--- config.mk ---
export PLATFORM = sky130hd
export DESIGN_NAME = avr_fetch
export DESIGN_NICKNAME = d
export VERILOG_FILES = /design/src/rtl/avr_fetch.sv
export SDC_FILE = /design/constraint.sdc
export NUM_CORES = 1
export LEC_CHECK = 0
export CAP_MARGIN = 0
export CORE_MARGIN = 2
export CORE_UTILIZATION = 30
export CTS_BUF_LIST = sky130_fd_sc_hd__clkbuf_8
export CTS_CLUSTER_SIZE = 8
export DETAILED_ROUTE_END_ITERATION = 8
export PLACE_DENSITY_LB_ADDON = 0.08
export SYNTH_ARGS = -nofsm -noshare
export SYNTH_HDL_FRONTEND = slang
export SYNTH_SLANG_ARGS = --single-unit
--- constraint.sdc ---
create_clock -name clk -period 5.4 [get_ports clk]
set_input_delay 0.81 -clock clk [delete_from_list [all_inputs] [get_ports clk]]
set_output_delay 0.81 -clock clk [all_outputs]
set_load 0.005 [all_outputs]
--- src/rtl/avr_fetch.sv ---
// Fetch/sequencing for the growl AVR core: owns PC, drives 1-cycle sync imem, feeds decoder.
// Fetch-to-decode latency 1 cycle; c_pc_stall holds PC and instruction, skips cost one squashed cycle.
module avr_fetch #(
    parameter int              PC_W      = 16,
    parameter logic [PC_W-1:0] RESET_VEC = '0
) (
    input  logic            clk,
    input  logic            rst,
    output logic [PC_W-1:0] imem_addr,
    input  logic [15:0]     imem_data,
    output logic [15:0]     inst,
    output logic [1:0]      state,
    output logic [15:0]     k_word,
    output logic [PC_W-1:0] pc,
    output logic [PC_W-1:0] ret_pc,
    output logic            skipping,
    input  logic [2:0]      c_pc_next,
    input  logic            c_pc_offset_mode,
    input  logic            branch_taken,
    input  logic            c_pc_stall,
    input  logic [1:0]      c_next_state,
    input  logic            c_skip,
    input  logic [15:0]     z_addr,
    input  logic [PC_W-1:0] stack_pc
);

    logic [PC_W-1:0] r_pc;
    logic [1:0]      r_state;
    logic [15:0]     r_inst_q;
    logic            r_skip_q;
    logic            r_stall_q;

    logic [PC_W-1:0] w_pc_next;
    logic [PC_W-1:0] w_pc_inc;
    logic [PC_W-1:0] w_rel_off;
    logic [21:0]     w_abs;
    logic [15:0]     w_inst;
    logic [1:0]      w_state_nxt;
    logic            w_skip_nxt;
    logic            w_two_word;

    assign w_pc_inc = r_pc + PC_W'(1);

    // JMP/CALL and LDS/STS carry a second word that must be skipped along with the first.
    assign w_two_word = ((imem_data[15:9] == 7'b1001010) && (imem_data[3:2] == 2'b11)) ||
                        ((imem_data[15:10] == 6'b100100) && (imem_data[3:0] == 4'b0000));

    assign w_rel_off = c_pc_offset_mode
                     ? (branch_taken ? {{(PC_W-7){w_inst[9]}}, w_inst[9:3]} : '0)
                     : {{(PC_W-12){w_inst[11]}}, w_inst[11:0]};

    assign w_abs = {w_inst[8:4], w_inst[0], imem_data};

    always_comb begin
        w_inst = imem_data;
        if (rst || r_skip_q) begin
            w_inst = 16'h0000;
        end else if ((r_state != 2'd0) || r_stall_q) begin
            w_inst = r_inst_q;
        end
    end

    always_comb begin
        w_pc_next   = w_pc_inc;
        w_state_nxt = c_next_state;
        w_skip_nxt  = 1'b0;
        if (rst) begin
            w_pc_next   = RESET_VEC;
            w_state_nxt = 2'd0;
        end else if (c_pc_stall) begin
            w_pc_next  = r_pc;
            w_skip_nxt = r_skip_q;
        end else if (r_skip_q) begin
            w_pc_next   = w_two_word ? (r_pc + PC_W'(2)) : w_pc_inc;
            w_state_nxt = 2'd0;
        end else begin
            case (c_pc_next)
                3'd1:    w_pc_next = w_pc_inc + w_rel_off;
                3'd2:    w_pc_next = PC_W'(w_abs);
                3'd3:    w_pc_next = PC_W'(z_addr);
                3'd4:    w_pc_next = stack_pc;
                default: begin
                    w_pc_next  = w_pc_inc;
                    w_skip_nxt = c_skip;
                end
            endcase
        end
    end

    always_ff @(posedge clk) begin
        if (rst) begin
            r_pc      <= RESET_VEC;
            r_state   <= 2'd0;
            r_inst_q  <= 16'h0000;
            r_skip_q  <= 1'b0;
            r_stall_q <= 1'b0;
        end else begin
            r_pc      <= w_pc_next;
            r_state   <= w_state_nxt;
            r_inst_q  <= w_inst;
            r_skip_q  <= w_skip_nxt;
            r_stall_q <= c_pc_stall;
        end
    end

    assign imem_addr = w_pc_next;
    assign inst      = w_inst;
    assign state     = r_state;
    assign k_word    = imem_data;
    assign pc        = r_pc;
    assign ret_pc    = rst ? (RESET_VEC + PC_W'(1)) : w_pc_inc;
    assign skipping  = r_skip_q & ~c_pc_stall & ~rst;

endmodule

Yosys cells after proc, flatten, opt, wreduce, memory -nomap -nowiden
Index checks and enable logic that the tools add are counted.
{"block": "classes", "add_sub_neg": 3, "eq_ne": 7, "mux": 14, "n_bitwise": 4, "reduce_logical": 8}
{"cell": "two-way mux 16 bit", "count": 9}
{"cell": "one-hot mux 16 bit (4 select lines)", "count": 1}
{"cell": "adder 16 x 1 -> 16 bit (second input constant)", "count": 1}
{"cell": "adder 16 bit", "count": 1}
{"cell": "adder 16 x 2 -> 16 bit (second input constant)", "count": 1}
{"cell": "equality test 7 bit (second input constant)", "count": 1}
{"cell": "equality test 3 x 2 -> 1 bit (second input constant)", "count": 2}
{"cell": "equality test 6 bit (second input constant)", "count": 1}
{"cell": "zero test 4 bit", "count": 1}
{"cell": "two-way mux 2 bit", "count": 2}
{"cell": "OR reduction 4 bit", "count": 1}
{"cell": "equality test 3 x 1 -> 1 bit (second input constant)", "count": 1}
{"cell": "equality test 3 bit (second input constant)", "count": 1}
{"cell": "logical OR 1 bit", "count": 3}
{"cell": "bitwise AND 1 bit", "count": 2}
{"cell": "equality test 2 bit (second input constant)", "count": 1}
{"cell": "logical AND 1 bit", "count": 2}
{"cell": "two-way mux 1 bit", "count": 2}
{"cell": "NOT 1 bit", "count": 2}
{"cell": "nonzero test 2 bit", "count": 1}
{"block": "totals", "ff_bits": 36, "input_bits": 59, "elab_cells": 41}

Depth between registers and ports, before layout
{"block": "logic_depth", "word_depth": 11, "depth_mapped": 15, "ltp_nobuf": 14}

Least setup slack after synthesis
No wires, ideal clock.
{"block": "synth_path", "path_type": "input to output", "start": "input port rst", "end": "output port imem_addr[14]", "t_arrival_ps": 4055, "path_slack_ps": 535, "stages": 14, "cell_sequence": "clkbuf_1 or2_2 clkbuf_1 clkbuf_1 o32ai_1 ha_1 fa_1 a21oi_1 o211ai_1 o41ai_1 o31ai_1 o41ai_1 xor2_1 o41ai_1"}
{"block": "synth_between", "elab_chain_len": 9}
{"element": "start: declaration", "line_no": "8", "rtl": "input logic rst,"}
{"element": "logical OR 1 bit", "line_no": "56", "rtl": "if (rst || r_skip_q) begin"}
{"element": "two-way mux 16 bit", "line_no": "56"}
{"element": "two-way mux 16 bit (2 in a row)", "line_no": "49", "rtl": "? (branch_taken ? {{(PC_W-7){w_inst[9]}}, w_inst[9:3]} : '0)"}
{"element": "adder 16 bit", "line_no": "78", "rtl": "3'd1: w_pc_next = w_pc_inc + w_rel_off;"}
{"element": "one-hot mux 16 bit (4 select lines)", "line_no": "77", "rtl": "case (c_pc_next)"}
{"element": "two-way mux 16 bit", "line_no": "73", "rtl": "end else if (r_skip_q) begin"}
{"element": "two-way mux 16 bit", "line_no": "70", "rtl": "end else if (c_pc_stall) begin"}
{"element": "two-way mux 16 bit (*)", "line_no": "67", "rtl": "if (rst) begin"}
{"element": "end: declaration", "line_no": "9", "rtl": "output logic [PC_W-1:0] imem_addr,"}
Mark *: on every way between the ends. The rest lies on a longest branch, timed or not.

Worst setup path after layout
{"block": "layout_path", "start": "input port rst", "end": "output port imem_addr[2]"}
The elaborated chain is that of the path after synthesis.

==> results.txt <==
* Outcome: finished clean
- Number of vias per cell: 5.31
* Standard cell area after detailed placement: 5710 µm²
* Sinks on the clock net: 36
* DRC violation total after the first TritonRoute iteration: 303
* Peak VDD IR: 95.2 µV
- Total of warnings raised by yosys: 0
- In this design, the critical path's most frequently occurring cell is buf_4.
- 0 antenna diodes ended up in the layout.
* Number of synthesized register bits: 36
- Avg WL per Cell: 17.5 µm
* Number of endpoints with negative hold slack in the final report: 0
- Number of different library cells in the post-synthesis netlist: 70
* Layout-stage area growth over the synthesis result: 48.6%
* Category of the worst setup path capture point: output port
- Summed instance area of the synthesized netlist: 3960 µm²
* Total Routed Length: 15.4 mm
- The worst setup path is of the in -> out kind.
- DIE HEIGHT: 119 µm
- Worst r2r src: r_stall_q
* Logic depth of the worst path, buffers included: 14
* Maximum number of pins on one net before global-route repair: 43
* Cells traversed along the worst timing path: dlygate4sd2_1 > or2_2 > o32ai_1 > ha_2 > fa_2 > buf_4 > xor2_1 > mux2_2 > nor3b_1 > a2111oi_0 > buf_4 > a211oi_1 > nor3_1 > clkdlybuf4s50_1
- Critical-path cell with the highest stage delay: a2111oi_0
- Counting the fill cells in the layout gives 1297.
* Share of the cycle needed by the critical path after routing: 95.2%
- The count of nets left with antenna violations once routing finished came out at 0.
* Final layout net count: 782
* Clock transition at the registers of the reported paths: 0.09 ns
* Worst max-slew margin expressed relative to the limit: 52.3%
- Synthesized area per cell: 7.21 µm²
* Fin area: 5890 µm²
* Shortest clock period the worst path allows after layout: 5.14 ns
- Prevailing post-synth register cell: dfxtp_1
- Of all nets on the critical path, the largest fanout is 7.
* Largest stage delay on the critical path: 0.56 ns
- Global routing usage summed across all routing layers: 21.5%
- Total power for the finished layout comes to 1100 µW.
* Final standard cell utilization of the core: 46.1%
* Insertion delay of the later-clocked pin in the worst-skew pair: 0.31 ns
- Combined buffer and inverter count along the critical path: 4
- The multi-input combinational cells in the finished layout cover a total of 2920 µm².
- TritonCTS built the clock tree.
- Global-route wire length before repair: 24.1 mm
* Site row count: 41
* DRC: 0
* Path depth of the worst reg2reg path: 14
* Leakage Power: 0.00238 µW
- Setup slack of the worst register-to-register path: 1.65 ns
- Nature of the critical path startpoint: primary input
- The worst register-to-register path ends at pc[14].
- Cell type group with the largest total delay on the critical path: buffers and inverters
- Effective utilization at floorplan: 31.0%
* Worst EP arrival: 4.33 ns
- For this run, the detailed router's first-pass iteration total came to 5.
- For this block, the via count after detailed routing is 4655.
* Vias in the first global route: 4402
* # setup viols final: 0
* Max-capacitance violation count: 0
* Cell area power density: 186 nW/µm²
* Clock buffer depth: 2
- Register cell area after layout: 721 µm²
- Launch point of the worst path: rst
- In the synthesized netlist, the number of instances is 549.
- Core area: 12800 µm²
* Leftover overflow at the end of global routing: 0
- The critical path ends at imem_addr[2].
- For this run, asynchronously set or reset flops after synthesis account for 0%.
- Total Die Area: 14100 µm²
- Number of nets in the synthesized netlist: 626
- Yosys mapped a number of flops with a built-in enable equal to 0.
- The initial antenna violation count is 0.
* Sequential cell area fraction in the yosys report: 18.2%
* Max Clk Rate: 195 MHz
* Clock tree root driver cell: clkbuf_8
- CP required: 4.59 ns
* CTS H-Tree Depth: 2
- RSZ-0062 raised after global routing: false
- The count of buffers added on input and output ports is 141.
- HPWL reported at the end of detailed placement: 12.4 mm
- At the pin with the least slew margin, the transition time is 0.698 ns.
* I/O pin count: 142
- Die X-Extent: 119 µm
- Layout cells sized above 1: 14.5%
- Number of pins exceeding their max-slew limit in the final report: 0
- Clock Skew: 0.0130 ns
* Worst Hold Class: reg -> reg
- Placer Congestion: 0.922
- CTS Buf Count: 5
## worst min-delay path by stage
stage                      start  slack [ns]      endpoint  depth (start not counted)
floorplan           r_inst_q[10]        0.44  r_inst_q[10]                          2
global placement    r_inst_q[15]        0.45  r_inst_q[15]                          2
detailed placement  r_inst_q[12]        0.46  r_inst_q[12]                          2
CTS                 r_inst_q[12]        0.47  r_inst_q[12]                          2
global route        r_inst_q[10]        0.50  r_inst_q[10]                          2
finish              r_inst_q[10]        0.47  r_inst_q[10]                          2
## repair_timing
| action | 4_1_cts | 5_1_grt |
|---|---|---|
| endpoints found under the setup margin | 1 | 4 |
| gates resized for setup | 9 | 4 |
| hold buffers | 0 | 0 |
| gates cloned | 0 | 0 |
| buffers inserted | 3 | 0 |
| pin swaps | 9 | 2 |
## worst min-delay path, stage by stage, from the launching register on
cell,delay [ns]
dfxtp_1,0.31
nand2_1,0.06
a21oi_1,0.06
## kinds of logic (layout without fill, tap and decap cells)
family | Yosys count | count (layout) | synth area share [%]
compound gates | 156 | 156 | 26.9
xor+xnor | 29 | 29 | 6.41
fa+ha+maj | 18 | 18 | 5.88
buf+inv | 74 | 230 | 9.57
flops | 36 | 36 | 18.2
mux | 25 | 25 | 7.55
simple gates | 211 | 211 | 25.5
## cells in the mapped netlist (all sizes together), types with 3 or more instances
| library cell | count | area share, % |
|---|---|---|
| and3 | 5 | 0.95 |
| a211oi | 7 | 1.3 |
| o21ai | 27 | 3.5 |
| o32ai | 7 | 1.7 |
| buf | 30 | 5.4 |
| a221oi | 5 | 1.3 |
| o22ai | 12 | 1.9 |
| or4 | 4 | 0.85 |
| a31oi | 11 | 1.7 |
| a21oi | 35 | 4.4 |
| o41ai | 5 | 1.3 |
| nand3 | 12 | 1.6 |
| nand2b | 6 | 0.95 |
| xnor2 | 9 | 2.0 |
| nand2 | 51 | 4.8 |
| clkbuf | 21 | 2.0 |
| mux2 | 6 | 1.7 |
| xor2 | 20 | 4.4 |
| a2111oi | 4 | 0.88 |
| mux2i | 17 | 4.7 |
| ha | 17 | 5.4 |
| nor4b | 3 | 0.66 |
| o31ai | 5 | 0.95 |
| nor2b | 11 | 1.7 |
| nor2 | 79 | 7.5 |
| o211ai | 7 | 1.3 |
| nand4 | 8 | 1.3 |
| a211o | 3 | 0.66 |
| dfxtp | 36 | 18 |
| nor3 | 16 | 2.0 |
| inv | 23 | 2.2 |
| o21a | 13 | 2.5 |
## registers in the layout, indices dropped and copies added (netlist names)
name,cells
pc,16
r_inst_q,16
r_skip_q,1
r_stall_q,1
state,2
## report_power, final
group	switching (µW)	leakage, µW	internal (µW)
Clock	115	0.0000503	114
Combinational	261	0.00203	285
Sequential	30.7	0.000297	290
Total	407	0.00238	690
## cells in the final DEF (no fill, tap or decap), drive strengths merged, types with 7 or more instances in the layout
cell / count
a211oi: 7
a21oi: 35
a31oi: 11
buf: 59
clkbuf: 7
clkdlybuf4s50: 139
dfxtp: 36
ha: 17
inv: 23
mux2i: 17
nand2: 51
nand3: 12
nand4: 8
nor2: 79
nor2b: 11
nor3: 16
o211ai: 7
o21a: 13
o21ai: 27
o22ai: 12
o32ai: 7
xnor2: 9
xor2: 20
## per-stage QoR
step,setup slack (ns),instances,hold WS [ns],setup TNS [ns]
floorplan,0.535,549,0.444,0
global placement,-0.194,867,0.452,-0.194
detailed placement,-0.182,867,0.458,-0.182
CTS,0.148,877,0.468,0
global route,0.0368,877,0.496,0
finish,0.261,877,0.469,0
## area by class of cell
type / count / area share (%)
clock buffer: 7 / 1.64
inverter: 23 / 1.47
multi-input combinational: 439 / 49.5
sequential: 36 / 12.2
tap: 172 / 3.66
timing repair buffer: 200 / 31.5
## per-layer routing
layer	wire length (µm)	up-vias	part of all wire (%)	global-route usage (%)
met1	7250	2158	47	30.7
met2	6870	195	45	33.8
met4	178	0	1.2	4.02
met3	1060	11	6.9	3.88
li1	-	2291	-	-
met5	0	-	0	0
Power figures use the tool's default switching activity.
